<file path="src/rtl/inst_queue_pkg.sv">
// inst_queue_pkg -- shared constants, entry type and small helpers for the
// instruction queue sitting between fetch and the two decoders.
//
// Contents:
//   IQ_DEPTH / IQ_PTR_W / IQ_OCC_W  queue geometry (depth is a power of two)
//   IQ_NOP                          codeword presented on empty decode slots
//   ENABLE / DISABLE                single-bit control constants
//   iq_entry_t                      stored {ir, pc} pair
//   iq_enq_count()                  decode enq_valid into an entry count
//   iq_deq_clamp()                  legalise a requested dequeue count
package inst_queue_pkg;

  localparam int IQ_DEPTH = 8;
  localparam int IQ_PTR_W = $clog2(IQ_DEPTH);
  localparam int IQ_OCC_W = IQ_PTR_W + 1;

  localparam logic [31:0] IQ_NOP = 32'h0000_0013;

  localparam logic ENABLE  = 1'b1;
  localparam logic DISABLE = 1'b0;

  typedef struct packed {
    logic [31:0] ir;
    logic [31:0] pc;
  } iq_entry_t;

  // Only the two contiguous patterns are meaningful; slot1 without slot0
  // cannot come from fetch and is treated as no request.
  function automatic logic [1:0] iq_enq_count(input logic [1:0] valid);
    logic [1:0] cnt;
    case (valid)
      2'b01:   cnt = 2'd1;
      2'b11:   cnt = 2'd2;
      default: cnt = 2'd0;
    endcase
    return cnt;
  endfunction

  // A request of 3 cannot be served by two decoders, so it means 2; the
  // result is then limited to what is actually held.
  function automatic logic [1:0] iq_deq_clamp(input logic [1:0] req,
                                              input logic [IQ_OCC_W-1:0] occ);
    logic [1:0] cnt;
    cnt = (req == 2'd3) ? 2'd2 : req;
    if ({2'b00, cnt} > occ) begin
      cnt = occ[1:0];
    end
    return cnt;
  endfunction

endpackage

</file>
<file path="src/rtl/inst_queue.sv">
// inst_queue -- 8-entry circular instruction queue between fetch and the
// two decoders. Fetch pushes up to two codewords per cycle, decode pops up to
// two from the head. Outputs are show-ahead from head/head+1; empty slots
// present a NOP with PC 0.
//
// Ports:
//   clk        sole clock, rising edge
//   rst        synchronous active-high reset, highest priority
//   enq_valid  per-slot fetch valid (bit0 = older slot); 01 = one, 11 = two
//   enq_ir0/1  fetched codewords for slot0/slot1
//   enq_pc     PC of slot0 (slot1 is enq_pc+4)
//   enq_ready  queue has room for two entries (occupancy <= 6)
//   deq_valid  per-slot valid toward decoders (bit0 = older slot)
//   deq_ir0/1  codewords for decoder 0/1
//   deq_pc0/1  PCs matching deq_ir0/1
//   deq_count  entries consumed this cycle (3 is treated as 2)
//   flush      redirect: empties the queue, discarding this cycle's traffic
//   occupancy  current entry count 0..8
module inst_queue
  import inst_queue_pkg::*;
(
  input  logic        clk,
  input  logic        rst,
  input  logic [1:0]  enq_valid,
  input  logic [31:0] enq_ir0,
  input  logic [31:0] enq_ir1,
  input  logic [31:0] enq_pc,
  output logic        enq_ready,
  output logic [1:0]  deq_valid,
  output logic [31:0] deq_ir0,
  output logic [31:0] deq_ir1,
  output logic [31:0] deq_pc0,
  output logic [31:0] deq_pc1,
  input  logic [1:0]  deq_count,
  input  logic        flush,
  output logic [3:0]  occupancy
);

  logic [IQ_PTR_W-1:0] head_q;
  logic [IQ_PTR_W-1:0] tail_q;
  logic [IQ_OCC_W-1:0] occ_q;

  logic [IQ_PTR_W-1:0] head_p1;
  logic [IQ_PTR_W-1:0] tail_p1;

  logic [1:0]          enq_cnt;
  logic [1:0]          deq_cnt;
  logic [IQ_OCC_W-1:0] occ_nxt;
  logic                wr_en;

  // Storage is deliberately not reset; occupancy masks stale contents.
  iq_entry_t mem [IQ_DEPTH];

  // Ready looks only at registered occupancy so fetch never sees a path
  // through the decoders' consume decision.
  assign enq_ready = (occ_q <= IQ_OCC_W'(IQ_DEPTH - 2));

  assign enq_cnt = enq_ready ? iq_enq_count(enq_valid) : 2'd0;
  assign deq_cnt = iq_deq_clamp(deq_count, occ_q);

  assign head_p1 = head_q + IQ_PTR_W'(1);
  assign tail_p1 = tail_q + IQ_PTR_W'(1);

  // Cannot leave 0..8: enqueue is gated at occupancy <= 6, dequeue is clamped.
  assign occ_nxt = occ_q + {2'b00, enq_cnt} - {2'b00, deq_cnt};

  assign wr_en = !rst && !flush && (enq_cnt != 2'd0);

  assign occupancy = occ_q;

  always_ff @(posedge clk) begin
    if (rst) begin
      head_q <= '0;
      tail_q <= '0;
      occ_q  <= '0;
    end else if (flush) begin
      head_q <= '0;
      tail_q <= '0;
      occ_q  <= '0;
    end else begin
      head_q <= head_q + {1'b0, deq_cnt};
      tail_q <= tail_q + {1'b0, enq_cnt};
      occ_q  <= occ_nxt;
    end
  end

  always_ff @(posedge clk) begin
    if (wr_en) begin
      mem[tail_q] <= '{ir: enq_ir0, pc: enq_pc};
      if (enq_cnt == 2'd2) begin
        mem[tail_p1] <= '{ir: enq_ir1, pc: enq_pc + 32'd4};
      end
    end
  end

  // Show-ahead read; no bypass from the write port, so a new entry appears
  // only once it is in the array.
  always_comb begin
    deq_valid = 2'b00;
    deq_ir0   = IQ_NOP;
    deq_ir1   = IQ_NOP;
    deq_pc0   = 32'd0;
    deq_pc1   = 32'd0;
    if (occ_q >= IQ_OCC_W'(1)) begin
      deq_valid[0] = ENABLE;
      deq_ir0      = mem[head_q].ir;
      deq_pc0      = mem[head_q].pc;
    end
    if (occ_q >= IQ_OCC_W'(2)) begin
      deq_valid[1] = ENABLE;
      deq_ir1      = mem[head_p1].ir;
      deq_pc1      = mem[head_p1].pc;
    end
  end

endmodule
</file>
<file path="config.mk">
export PLATFORM = sky130hd
export DESIGN_NAME = inst_queue
export DESIGN_NICKNAME = d
export VERILOG_FILES = /design/src/rtl/inst_queue_pkg.sv /design/src/rtl/inst_queue.sv
export SDC_FILE = /design/constraint.sdc
export NUM_CORES = 1
export LEC_CHECK = 0
export ABC_AREA = 1
export BUFFER_PORTS_ARGS = -buffer_cell sky130_fd_sc_hd__buf_2
export CELL_PAD_IN_SITES_DETAIL_PLACEMENT = 1
export CELL_PAD_IN_SITES_GLOBAL_PLACEMENT = 2
export CORE_MARGIN = 2
export CORE_UTILIZATION = 37
export CTS_BUF_LIST = sky130_fd_sc_hd__clkbuf_4 sky130_fd_sc_hd__clkbuf_8
export DETAILED_ROUTE_END_ITERATION = 7
export HOLD_SLACK_MARGIN = 0.02
export MAX_ROUTING_LAYER = met4
export PLACE_DENSITY = 0.84
export SLEW_MARGIN = 5
export SYNTH_ARGS = -nofsm -noshare
export SYNTH_HDL_FRONTEND = slang
export SYNTH_SLANG_ARGS = --single-unit
</file>
<file path="constraint.sdc">
create_clock -name clk -period 8.7 [get_ports clk]
set_input_delay 0.435 -clock clk [delete_from_list [all_inputs] [get_ports clk]]
set_output_delay 0.435 -clock clk [all_outputs]
set_load 0.02 [all_outputs]
</file>
# Word-level counts from Yosys, hierarchy flattened
# Memories as Yosys holds them, arrays and structs flattened. A register that Yosys moved wholly into a read port is not among the register bits.
# Cells that the tools add are included.
# Widths: inputs -> output; s select.
[classes] addsub=7 n_lt_le_gt_ge=4 eq_ne=4 n_mux=16 reduce_logical=6
[op_table] op="$mux 32" n=4
[op_table] op="$add 32x3->32 const B" n=1
[op_table] op="$mux 1" n=7
[op_table] op="$add 3x1->3 const B" n=2
[op_table] op="$add 3x2->3" n=2
[op_table] op="$eq 2x2->1 const B" n=3
[op_table] op="$mux 2" n=3
[op_table] op="$add 4x2->4" n=1
[op_table] op="$ge 4x1->1 const B" n=1
[op_table] op="$ge 4x2->1 const B" n=1
[op_table] op="$gt 2x4->1" n=1
[op_table] op="$le 4x3->1 const B" n=1
[op_table] op="$pmux 2 s2" n=1
[op_table] op="$sub 4x2->4" n=1
[op_table] op="$mux 3" n=1
[op_table] op="$eq 2x1->1 const B" n=1
[op_table] op="$logic_and 1x1->1" n=2
[op_table] op="$logic_not 1->1" n=2
[op_table] op="$reduce_bool 2->1" n=1
[op_table] op="$reduce_or 2->1" n=1
[totals] regBits=10 ramBits=512 input_bits=103 out_inout_bits=135 word_cells=41 memories=1
[mem_list] memory="mem" depth=8 width=64 read_ports=2 rd_clocked_by_memory_dff=1 write_ports=2 line="inst_queue.sv:52" text="iq_entry_t mem [IQ_DEPTH];"

# Logic depth before layout (Yosys ltp)
[depth] word_depth=7 ltp_mapped=17 mapped_depth_nobuf=17

# Worst setup path after synthesis
# Ideal clock, no wire load.
[synth_path] path_kind="reg-to-reg" from="register occ_q[3] (netlist: occupancy[3])" to="memory mem[4][0] (netlist bit) (enable)" setup_ns=0.574 arrival_ns=6.152 required_ns=8.126 slack_ns=1.974 path_stages_with_launch=10 n_path_buf=0 synth_period_minus_slack_ns=6.726 path_cell_list="dfxtp_1 -> inv_1 -> ha_1 -> nand2_1 -> nand2_1 -> nand2_1 -> nand2_1 -> nor2_1 -> nand3_1 -> o21ai_0"
[synth_rtl] element="start, declared" line="inst_queue.sv:41" text="logic [IQ_OCC_W-1:0] occ_q;"
[synth_rtl] element="start signal, assigned" line="inst_queue.sv:83" text="occ_q <= occ_nxt;"
[synth_rtl] element="end, declared" line="inst_queue.sv:52"

==> metrics <==
final worst path period need=5110 ps; CP max stage delay=980 ps; Hold WC Path Type=input port to flop; Area after DPL=33900 sq um; CP Launch Type=flop; YS warnings=0; slew of the pin with the lowest slew margin=1210 ps; Crit path arrival time=4680 ps; CP required=8270 ps; Syn Inst Count=4218; CP max FO=171; XOR/XNOR share of the synthesized area=0.807%; Post-Layout Inst Area=35600 sq um; I/O Buffers=237; drt first pass iters=5; crit end category=output port; WL per Instance=23.2 um; outcome=completed; mux cell area share after synthesis=0%; TritonCTS Buffers=93; path type of the worst setup path=flop to output port; dominant cells by area after synthesis=edfxtp_1 (47%), nand2_1 (13%), o21ai_0 (11%); Post-synth top flop=edfxtp_1; Post-CTS Resized=0; Buf/Inv on CP=4; asr flop ratio synth=0%; area leader, netlist=edfxtp_1; max-slew violation count=0; P&R area growth vs syn=9.97%; DR vias=30500; largest net degree at the start of global routing=227; Synth Area in Simple Gates=20.9%; EDFF count, synth=512; slowest CP cell=buf_4; first-pass GRT wire length=190 mm; Commonest cells post-synth=nand2_1 (1161), o21ai_0 (737), edfxtp_1 (512), a21oi_1 (424), nor2_1 (324); Die H=300 um; I/O Pins=238; Max Fclk=196 MHz; fill count=10600; setup violators final=0; Reg clk slew, reported paths=60 ps; compound-gate portion of the synthesized area=21.0%; Skew-Pair Late Insertion Delay=700 ps; Max Root-Sink Buffers=3; count leader, synth=nand2_1; Synth top area share=47.4%; syn nets=4339; all-layer global routing usage=28.6%; Max H-tree Level=3; Core ar.=86800 sq um; flops & latches, synth=522; DRC=0; setup TNS=0 ps; Max-slew headroom=19.5%; Post-Synth Adder-Cell Area=0.788%; Seq/Total Area, Yosys=48.1%; DR iter-0 viols=2333; routed wire length=127 mm; Congestion Overflow GR=0; Syn Area/Cell=7.68 sq um; clk_skew=30.6 ps; RSZ-0062 raised after global routing=no; CP delay by family, top=buffers and inverters; VDD IR max=0.183 mV; leakage power=13.4 nW; Post-DRT Antenna Nets=0; Cell variety after synth=34; number of global-route vias before repair=31000; Power, Total=0.00929 W; Via-to-Cell Ratio=5.59; critical path cell sequence=buf_4 -> inv_8 -> buf_4 -> nor2_1 -> o21ai_0 -> a21oi_1 -> nor3_1 -> buf_2; part of the cycle the worst path needs=58.7%; Crit path top cell by count=buf_4; GP Congestion=0.822; Num Clock Sinks=522; Die Footprint=90000 sq um; final hold violations=0; Layout Utilization=41.1%; Die Wd=300 um; initial antenna violation count=4; synthesized cell area=32400 sq um; root buf cell=clkbuf_8; TritonCTS clock tree=done; initial core utilization=37.4%; largest family of logic cells by synthesized area=compound AO/OA/AOI/OAI gates; post-layout net count=4351; half-perimeter wire length after placement=76.0 mm; MaxCap Viol Count=0; layout cells sized above 1=12.0%; Cell Rows=108; Pwr Density=261 nW/um^2
-- sequential cells by signal (all words and copies together) (netlist names) --
register and flops:
head_q 3, mem 512, occupancy 4, tail_q 3
-- per-stage QoR --
step	hold slack [ps]	setup slack [ps]	cells
3_5_place_dp	686	4120	5288
6_report	144	3590	5454
3_3_place_gp	671	4230	5288
4_1_cts	87.3	3550	5452
5_1_grt	122	3290	5454
2_1_floorplan	534	1970	4218
-- path summary, 6_finish.rpt --
check | start | slack [ps] | end | cells past startpoint
worst max-delay path | head_q[0] | 3590 | deq_pc0[24] | 8
worst min-delay path | enq_ir1[3] | 140 | mem[0][35] | 3
worst max register to register | tail_q[0] | 4150 | mem[7][43] | 9
worst min register to register | tail_q[2] | 710 | tail_q[2] | 2
-- routing by layer --
metal  up-vias  part of all wire [%]  global-route usage (%)
met3       216                   5.8                    3.32
met2       949                    48                    47.6
li1      14300                     -                       -
met4         0                   2.8                    9.00
met5         -                     0                       -
met1     15100                    43                    36.5
-- cell families (layout without fill, tap and decap cells) --
family | count (synthesis) | after routing
xor+xnor | 29 | 29
flops | 522 | 522
buf+inv | 648 | 727
simple gates | 1704 | 1704
other cells | 0 | 2
fa+ha+maj | 18 | 18
compound gates | 1297 | 1297
-- power by group --
part,internal [W],switching (W)
combinational,0.00114,0.00303
sequential,0.00282,0.0000751
clock,0.00114,0.00109
total,0.00510,0.00419
-- cells in the final DEF (no fill, tap or decap), types with 3 or more instances in the layout --
| cell | instances |
|---|---|
| clkinv_2 | 12 |
| dfxtp_1 | 7 |
| inv_4 | 3 |
| clkbuf_4 | 29 |
| nor2_2 | 4 |
| nand3b_1 | 3 |
| nand2_1 | 1157 |
| or2_2 | 61 |
| o21ai_0 | 732 |
| xnor2_1 | 3 |
| o21ai_4 | 5 |
| nand2_4 | 4 |
| edfxtp_1 | 512 |
| a21oi_1 | 424 |
| dfxtp_4 | 3 |
| a211oi_1 | 60 |
| buf_4 | 47 |
| nand3_1 | 84 |
| clkbuf_8 | 93 |
| fa_1 | 4 |
| nor2_4 | 8 |
| clkinv_1 | 28 |
| o21ai_1 | 10 |
| buf_2 | 237 |
| o211ai_1 | 64 |
| ha_1 | 13 |
| nor2_1 | 316 |
| xor2_1 | 25 |
| inv_1 | 271 |
| nor3_1 | 61 |
-- worst reg2reg max path, stage by stage (launching register included) --
cell and delay [ps]:
dfxtp_1 770, ha_1 310, xnor2_1 110, nor2_1 200, nand2_1 130, nor2_4 90
buf_4 520, inv_1 630, o21ai_4 610, buf_4 750
-- timing repair --
action / CTS / global route
setup buffers: 0 / 0
hold endpoints to repair: 16 / 0
hold buffers: 2 / 0
-- area by class of cell --
| class | instances | area, sq um | share of cell area, % |
|---|---|---|---|
| flip-flops and latches | 522 | 15600 | 43.7 |
| multi-input cells | 3048 | 14300 | 40.0 |
| repair buffers | 287 | 1580 | 4.43 |
| clock buffers | 122 | 1500 | 4.20 |
| well taps | 1155 | 1450 | 4.05 |
| inverters | 278 | 1060 | 2.98 |
| clock inverters | 40 | 196 | 0.551 |
| diodes | 2 | 5.00 | 0.0140 |
(Power assumes the default switching activity.)
